### src/rtl/sc2110_encode_12to48_module.sv
// -----------------------------------------------------------------------------
// sc2110_encode_12to48_module
//
// Transmit-side SC2110 word builder. It takes a 12-bit pixel stream qualified by
// frame/line/pixel valids and packs four pixels into each 48-bit word. It also
// inserts SOF/SOL/EOL/EOF sync words and, between frames, idle training words.
// The output feeds the 48-bit serializer ahead of the LVDS lanes. It serves as
// a sensor emulator and as the loopback source for the receive chain.
//
// Optional feature (macro SC2110_LINE_HEADER_EN):
//    When defined, the cycle after each SOF/SOL carries a header word
//    {12'h000, 12'h000, frame_cnt, line_cnt} with o_sync=1.
//    When undefined, no header word is sent and the counters do not exist.
//
// Parameters:
//    TRAIN_INTERVAL  idle cycles between training words while i_fvld is low (4..255)
//    TRAIN_CODE      training pixel value, repeated 4 times per training word
//    PAD_CODE        fill value for unfilled slots of a partial final group
//
// Ports:
//    i_clk     in   1   pixel clock, the only clock
//    i_rst     in   1   synchronous reset, active-high
//    i_fvld    in   1   frame valid
//    i_lvld    in   1   line valid
//    i_dvld    in   1   pixel valid; qualified by i_fvld & i_lvld
//    i_data    in  12   pixel value
//    o_dvld    out  1   single-cycle strobe, o_data valid
//    o_data    out 48   packed word; slot n in [12n+11:12n]
//    o_sync    out  1   word is sync/header/training rather than pixels
// -----------------------------------------------------------------------------
module sc2110_encode_12to48_module #(
   parameter int unsigned TRAIN_INTERVAL = 16,
   parameter logic [11:0] TRAIN_CODE     = 12'h050,
   parameter logic [11:0] PAD_CODE       = 12'h000
) (
   input  logic        i_clk,
   input  logic        i_rst,
   input  logic        i_fvld,
   input  logic        i_lvld,
   input  logic        i_dvld,
   input  logic [11:0] i_data,
   output logic        o_dvld,
   output logic [47:0] o_data,
   output logic        o_sync
);

   localparam logic [47:0] SOF_WORD   = {12'hAB0, 12'h000, 12'h000, 12'hFFF};
   localparam logic [47:0] SOL_WORD   = {12'h800, 12'h000, 12'h000, 12'hFFF};
   localparam logic [47:0] EOL_WORD   = {12'h9D0, 12'h000, 12'h000, 12'hFFF};
   localparam logic [47:0] EOF_WORD   = {12'hB60, 12'h000, 12'h000, 12'hFFF};
   localparam logic [47:0] TRAIN_WORD = {4{TRAIN_CODE}};
   localparam logic [7:0]  TRAIN_LAST = 8'(TRAIN_INTERVAL - 1);

   typedef enum logic [2:0] {
      WAIT_FRAME,
      FRAME_IDLE,
      LINE,
      FLUSH,
      TAIL
   } state_t;

   state_t      state_reg, state_next;
   logic        fvld_reg;
   logic        first_line_reg, first_line_next;
   logic        eof_pend_reg, eof_pend_next;
   logic        flush_eol_reg, flush_eol_next;   // FLUSH second cycle: send EOL
   logic [1:0]  cnt_reg, cnt_next;               // packer slot for next pixel
   logic [7:0]  train_cnt_reg, train_cnt_next;
   logic        dvld_reg, dvld_next;
   logic        sync_reg, sync_next;
   logic [47:0] data_reg, data_next;
   logic        pack_en;

`ifdef SC2110_LINE_HEADER_EN
   logic        hdr_pend_reg, hdr_pend_next;
   logic [11:0] line_cnt_reg, line_cnt_next;
   logic [11:0] frame_cnt_reg, frame_cnt_next;
`endif

   logic        fvld_rise, fvld_fall, pix_qual, in_frame;
   logic [35:0] slot_bus;     // slots 0..2; slot 3 is taken straight from i_data
   logic [47:0] flush_word;
   logic [47:0] full_word;

   assign fvld_rise = i_fvld & ~fvld_reg;
   assign fvld_fall = ~i_fvld & fvld_reg;
   assign pix_qual  = i_fvld & i_lvld & i_dvld;
   assign in_frame  = (state_reg == FRAME_IDLE) || (state_reg == LINE) ||
                      (state_reg == FLUSH);

   // Packer slots. Only three registers are needed: the fourth pixel completes
   // the word in the same cycle it arrives.
   genvar gi;
   generate
      for (gi = 0; gi < 3; gi++) begin : g_slot
         logic [11:0] slot_reg;
         always_ff @(posedge i_clk) begin
            if (pack_en && (cnt_reg == 2'(gi))) begin
               slot_reg <= i_data;
            end
         end
         assign slot_bus[gi*12 +: 12]   = slot_reg;
         assign flush_word[gi*12 +: 12] = ({1'b0, cnt_reg} > 3'(gi)) ? slot_reg : PAD_CODE;
      end
   endgenerate

   assign flush_word[47:36] = PAD_CODE;
   assign full_word         = {i_data, slot_bus};

   always_comb begin
      state_next      = state_reg;
      first_line_next = first_line_reg;
      eof_pend_next   = eof_pend_reg;
      flush_eol_next  = flush_eol_reg;
      cnt_next        = cnt_reg;
      train_cnt_next  = 8'd0;
      pack_en         = 1'b0;
      dvld_next       = 1'b0;
      sync_next       = 1'b0;
      data_next       = data_reg;
`ifdef SC2110_LINE_HEADER_EN
      hdr_pend_next   = hdr_pend_reg;
      line_cnt_next   = line_cnt_reg;
      frame_cnt_next  = frame_cnt_reg;
`endif

      // The frame end is remembered until the line closes and EOF can be sent.
      if (fvld_fall && in_frame) begin
         eof_pend_next = 1'b1;
      end

      case (state_reg)
         WAIT_FRAME: begin
            eof_pend_next = 1'b0;
            cnt_next      = 2'd0;
            if (fvld_rise) begin
               state_next      = FRAME_IDLE;
               first_line_next = 1'b1;
            end else if (!i_fvld) begin
               if (train_cnt_reg == TRAIN_LAST) begin
                  dvld_next = 1'b1;
                  sync_next = 1'b1;
                  data_next = TRAIN_WORD;
               end else begin
                  train_cnt_next = train_cnt_reg + 8'd1;
               end
            end
            // i_fvld high without a rising edge (e.g. reset mid-frame): the
            // counter sits at zero and no training is sent.
         end

         FRAME_IDLE: begin
            if (eof_pend_reg || fvld_fall) begin
               dvld_next     = 1'b1;
               sync_next     = 1'b1;
               data_next     = EOF_WORD;
               eof_pend_next = 1'b0;
               state_next    = TAIL;
`ifdef SC2110_LINE_HEADER_EN
               frame_cnt_next = frame_cnt_reg + 12'd1;
`endif
            end else if (pix_qual) begin
               dvld_next       = 1'b1;
               sync_next       = 1'b1;
               data_next       = first_line_reg ? SOF_WORD : SOL_WORD;
               first_line_next = 1'b0;
               pack_en         = 1'b1;
               cnt_next        = 2'd1;
               state_next      = LINE;
`ifdef SC2110_LINE_HEADER_EN
               hdr_pend_next   = 1'b1;
               if (first_line_reg) begin
                  line_cnt_next = 12'd0;
               end
`endif
            end
         end

         LINE: begin
`ifdef SC2110_LINE_HEADER_EN
            // Only possible on the first LINE cycle, where the packer holds one
            // pixel, so no pixel word or EOL can be due in the same cycle.
            if (hdr_pend_reg) begin
               hdr_pend_next = 1'b0;
               dvld_next     = 1'b1;
               sync_next     = 1'b1;
               data_next     = {24'h000000, frame_cnt_reg, line_cnt_reg};
            end
`endif
            if (pix_qual) begin
               pack_en = 1'b1;
               if (cnt_reg == 2'd3) begin
                  dvld_next = 1'b1;
                  sync_next = 1'b0;
                  data_next = full_word;
                  cnt_next  = 2'd0;
               end else begin
                  cnt_next = cnt_reg + 2'd1;
               end
            end else if (!i_lvld || !i_fvld) begin
               // A frame end with the line still open closes the line too.
               if (cnt_reg == 2'd0) begin
                  dvld_next  = 1'b1;
                  sync_next  = 1'b1;
                  data_next  = EOL_WORD;
                  state_next = FRAME_IDLE;
`ifdef SC2110_LINE_HEADER_EN
                  line_cnt_next = line_cnt_reg + 12'd1;
`endif
               end else begin
                  flush_eol_next = 1'b0;
                  state_next     = FLUSH;
               end
            end
         end

         FLUSH: begin
            dvld_next = 1'b1;
            if (!flush_eol_reg) begin
               sync_next      = 1'b0;
               data_next      = flush_word;
               flush_eol_next = 1'b1;
            end else begin
               sync_next      = 1'b1;
               data_next      = EOL_WORD;
               flush_eol_next = 1'b0;
               cnt_next       = 2'd0;
               state_next     = FRAME_IDLE;
`ifdef SC2110_LINE_HEADER_EN
               line_cnt_next  = line_cnt_reg + 12'd1;
`endif
            end
         end

         TAIL: begin
            // A new frame starting right after EOF must not be missed, so the
            // rising edge is taken here rather than back in WAIT_FRAME.
            if (fvld_rise) begin
               state_next      = FRAME_IDLE;
               first_line_next = 1'b1;
            end else begin
               state_next = WAIT_FRAME;
            end
         end

         default: begin
            state_next = WAIT_FRAME;
         end
      endcase
   end

   always_ff @(posedge i_clk) begin
      // Captured during reset as well, so a reset released while i_fvld is
      // already high is not mistaken for a frame start.
      fvld_reg <= i_fvld;
      if (i_rst) begin
         state_reg      <= WAIT_FRAME;
         first_line_reg <= 1'b0;
         eof_pend_reg   <= 1'b0;
         flush_eol_reg  <= 1'b0;
         cnt_reg        <= 2'd0;
         train_cnt_reg  <= 8'd0;
         dvld_reg       <= 1'b0;
         sync_reg       <= 1'b0;
         data_reg       <= 48'd0;
`ifdef SC2110_LINE_HEADER_EN
         hdr_pend_reg   <= 1'b0;
         line_cnt_reg   <= 12'd0;
         frame_cnt_reg  <= 12'd0;
`endif
      end else begin
         state_reg      <= state_next;
         first_line_reg <= first_line_next;
         eof_pend_reg   <= eof_pend_next;
         flush_eol_reg  <= flush_eol_next;
         cnt_reg        <= cnt_next;
         train_cnt_reg  <= train_cnt_next;
         dvld_reg       <= dvld_next;
         sync_reg       <= sync_next;
         data_reg       <= data_next;
`ifdef SC2110_LINE_HEADER_EN
         hdr_pend_reg   <= hdr_pend_next;
         line_cnt_reg   <= line_cnt_next;
         frame_cnt_reg  <= frame_cnt_next;
`endif
      end
   end

   assign o_dvld = dvld_reg;
   assign o_sync = sync_reg;
   assign o_data = data_reg;

endmodule
### config.mk
export PLATFORM = sky130hd
export DESIGN_NAME = sc2110_encode_12to48_module
export DESIGN_NICKNAME = d
export VERILOG_FILES = /design/src/rtl/sc2110_encode_12to48_module.sv
export SDC_FILE = /design/constraint.sdc
export NUM_CORES = 1
export LEC_CHECK = 0
export ABC_CLOCK_PERIOD_IN_PS = 3600
export CAP_MARGIN = 15
export CORE_UTILIZATION = 57
export CTS_BUF_LIST = sky130_fd_sc_hd__clkbuf_4 sky130_fd_sc_hd__clkbuf_8 sky130_fd_sc_hd__clkbuf_16
export CTS_CLUSTER_DIAMETER = 200
export DETAILED_ROUTE_END_ITERATION = 7
export PLACE_DENSITY_LB_ADDON = 0.15
export SYNTH_ARGS = -nofsm -noshare
export SYNTH_HDL_FRONTEND = slang
export SYNTH_SLANG_ARGS = --single-unit
### constraint.sdc
create_clock -name i_clk -period 3.6 [get_ports i_clk]
set_input_delay 0.9 -clock i_clk [delete_from_list [all_inputs] [get_ports i_clk]]
set_output_delay 0.9 -clock i_clk [all_outputs]
set_load 0.05 [all_outputs]
==> impl_metrics.toml <==
[finish]
final_util_pct = 71.2
n_antenna_cell = 0
post_route_cells_drive_above_1_share_pct = 7.96
area_growth_syn_to_layout_pct = 21.6
largest_reg_flops = 48
seqCellArea_mm2 = 0.00242
fillerInstances = 578
net_total_in_the_final_layout = 482
multi_input_logic_area_mm2 = 0.00163

[pwr]
irDropWorstVdd_mv = 0.528
power_density_mw_per_mm2 = 663
static-leakage-power_nw = 1.69
clock_power_share_pct = 21.9
internal-power_mw = 2.04
combinationalPowerShare_pct = 36.6
seq_power_share_pct = 41.4
sw_frac_of_total_pct = 40.0
netSwitchingPower_mw = 1.36

[route]
route.vias.total = 3331
firstDrtPassIters = 4
dr.first_iter.drc_count = 223
drcViolationCount = 0
wire_per_inst_um = 17.9
wl_mm = 10.1
vias_per_cell = 5.91
ant_nets = 0

[clock_network]
cts-resized-gates = 0
number_of_clock_sinks = 103
number_of_hold_buffers_added_after_cts = 0
cts_max_level = 3
cts_root_buf = "sky130_fd_sc_hd__clkbuf_8"
post_cts.repair.setup_buffers = 0
numCtsBuffers = 9
clk_pin_slew_ps = 100
cts_buffer_depth = 2
cts_tree = "built"
worstSkewPairLatency_ps = 360

[setup_path]
criticalPathCategory = "input port to flop"
worst-path-stages = 5
setup.worst_path.start_class = "input port"
crit_family = "compound AO/OA/AOI/OAI gates"
crit_path_top_delay_cell = "sky130_fd_sc_hd__nor2_4"
timing.critical_path.from = "i_fvld"
timing.critical_path.to_type = "flop"
critical_path.reg2reg.startpoint = "state_reg[0]"
cp_slowest_stage_delay_ps = 820
crit_end = "o_data[26]"
critical_path_peak_fanout = 43
cp_data_required_time_ps = 3800
crit-reg2reg-capture = "g_slot[2].slot_reg[10]"
register_to_register_setup_slack_ps = 630
critical_path_buf_inv_count = 1
rr_worst_depth = 5
path_cells = "clkdlybuf4s50_1, a21oi_1, a221o_1, nor2_4, o21ai_0"
arrival_ps = 3310

[synthesis]
synth_nets = 426
synth_largest_area_cell = "sky130_fd_sc_hd__dfxtp_1"
synth.avg_cell_area_um2 = 10.5
async_flop_share_pct = 0
synth_ff_type = "sky130_fd_sc_hd__dfxtp_1"
synth.top_cells.by_area = "sky130_fd_sc_hd__dfxtp_1 32%, sky130_fd_sc_hd__edfxtp_1 26%, sky130_fd_sc_hd__a21oi_1 5.8%, sky130_fd_sc_hd__nand4_1 3.7%, sky130_fd_sc_hd__nand2b_1 3.3%"
post_synth_most_frequent_cells = "67 x sky130_fd_sc_hd__dfxtp_1, 49 x sky130_fd_sc_hd__a21oi_1, 36 x sky130_fd_sc_hd__edfxtp_1, 25 x sky130_fd_sc_hd__nand4_1, 24 x sky130_fd_sc_hd__o21ai_0"
synthDominantCellAreaShare_pct = 31.8
most_frequent_cell_after_synthesis = "sky130_fd_sc_hd__dfxtp_1"
cell_area_after_technology_mapping_mm2 = 0.00422
yosysUniqueCellTypes = 47
synth_seq_area_share_pct = 57.4
syn_inst = 404
synth_enable_flop_cells = 36
postSynthRegisterBits = 103
yosys_warnings = 0

[placement]
finalWeightedCongestion = 0.973
io_buffer_count = 66
place_worst_setup_slack_ps = 132
dpl_wire_length_mm = 6.76

[global_route]
first_pass_grt_wire_length_mm = 15.6
antenna_found_initial = 0
grt_pass1_vias = 3049
grt_overflow = 0
grt_max_degree = 53
grt.total_usage_pct = 27.0

[floorplan]
die_y_um = 88.1
row_count = 31
floorplan.initialDensity_pct = 58.5
i_o_pin_count = 67
horiz_die_dim_um = 88.1
dieArea_mm2 = 0.00776
coreArea_mm2 = 0.00721

[timing]
slew_headroom_pct = 27.8
grt_setup_unrepaired = "no"
timing.final.setup_violations = 0
fin_crit_sh_pct = 86.3
hold_violations = 0
post-route-min-period_ps = 3110
finalClockSkew_ps = 14.1
max_freq_mhz = 322
max_slew.worst_pin.slew_ps = 1080
whs_ps = 447
worst_slack_ps = 492
setup_tns_ps = 0
timing.final.max_slew_violations = 0

[run_status]
outcome = "completed"

[worst_hold_path]
timing.hold.worst.class = "flop to flop"
hold-path-cell-count = 1

[flow_run]
drv.max_cap_violation_count = 0
routing by layer:
layer | GRT usage [%] | wire length [um]
met3 | 3.39 | 467
met1 | 36.9 | 4480
met5 | 0 | 0
met4 | 10.9 | 183
met2 | 43.8 | 4980
worst register-to-register path, stage by stage (launching register included):
cell,delay (ps)
sky130_fd_sc_hd__dfxtp_1,730
sky130_fd_sc_hd__or3b_1,550
sky130_fd_sc_hd__nor3_1,580
sky130_fd_sc_hd__o21ai_0,320
sky130_fd_sc_hd__nor2_1,270
sky130_fd_sc_hd__buf_4,240
cells in the final DEF, fill, tap and decap left out, types with 2 or more instances in the layout:
cell type                         count
sky130_fd_sc_hd__nand2b_1            22
sky130_fd_sc_hd__nand2_1             15
sky130_fd_sc_hd__and3_1               6
sky130_fd_sc_hd__o31ai_1              5
sky130_fd_sc_hd__xnor2_1              4
sky130_fd_sc_hd__o21ai_1             11
sky130_fd_sc_hd__a21oi_1             49
sky130_fd_sc_hd__nand4_1             25
sky130_fd_sc_hd__a311oi_1             7
sky130_fd_sc_hd__clkdlybuf4s50_1     65
sky130_fd_sc_hd__inv_1               11
sky130_fd_sc_hd__xor2_1               2
sky130_fd_sc_hd__o21ai_0             24
sky130_fd_sc_hd__nand3_1              9
sky130_fd_sc_hd__dfxtp_1             67
sky130_fd_sc_hd__nor2_1              22
sky130_fd_sc_hd__nor3_1               6
sky130_fd_sc_hd__a21oi_2              2
sky130_fd_sc_hd__or4_1                3
sky130_fd_sc_hd__nor2b_1              3
sky130_fd_sc_hd__ha_1                 5
sky130_fd_sc_hd__buf_4                8
sky130_fd_sc_hd__a31oi_1              3
sky130_fd_sc_hd__edfxtp_1            36
sky130_fd_sc_hd__a211oi_2             4
sky130_fd_sc_hd__clkbuf_8             9
sky130_fd_sc_hd__a211oi_1            14
sky130_fd_sc_hd__o311a_1              2
sky130_fd_sc_hd__clkinv_4             2
how the worst min path moves through the flow:
stage | from | to | slack [ps]
finish | train_cnt_reg[0] | train_cnt_reg[0] | 450
CTS | train_cnt_reg[0] | train_cnt_reg[0] | 450
global route | o_data[22] | o_data[22] | 490
floorplan | train_cnt_reg[0] | train_cnt_reg[0] | 410
global placement | train_cnt_reg[0] | train_cnt_reg[0] | 420
detailed placement | train_cnt_reg[0] | train_cnt_reg[0] | 440
cells by family (layout without fill, tap and decap cells):
logic type | count (synthesis) | after routing | share of synthesized area (%)
flip-flops | 103 | 103 | 57.4
XOR/XNOR | 6 | 6 | 1.24
adder cells (fa/ha/maj) | 5 | 5 | 1.48
buffers and inverters | 40 | 101 | 4.53
AND/OR/NAND/NOR | 118 | 118 | 15.3
AO/OA/AOI/OAI | 132 | 132 | 20.0
area by class of cell:
type,instances,area share (%)
clock inverters,7,1.56
multi-input cells,261,31.7
well taps,99,2.41
flip-flops and latches,103,47.2
repair buffers,74,13.9
clock buffers,9,2.41
inverters,11,0.804
power by group through the flow:
stage / registers, mW / clock network, mW / logic (mW)
final: 1.41 / 0.747 / 1.25
after global routing: 1.43 / 0.804 / 1.33
after CTS: 1.41 / 0.753 / 1.25
after detailed placement: 1.44 / 0 / 1.24
after global placement: 1.43 / 0 / 1.23
after floorplan: 1.72 / 0 / 0.624
metrics by stage:
step | std cells | total power [mW] | area [um^2]
final | 564 | 3.41 | 5130
after global routing | 564 | 3.56 | 5130
after CTS | 564 | 3.41 | 5130
after detailed placement | 548 | 2.68 | 4930
after global placement | 548 | 2.66 | 4930
after floorplan | 404 | 2.34 | 4220
(Power assumes the default switching activity.)
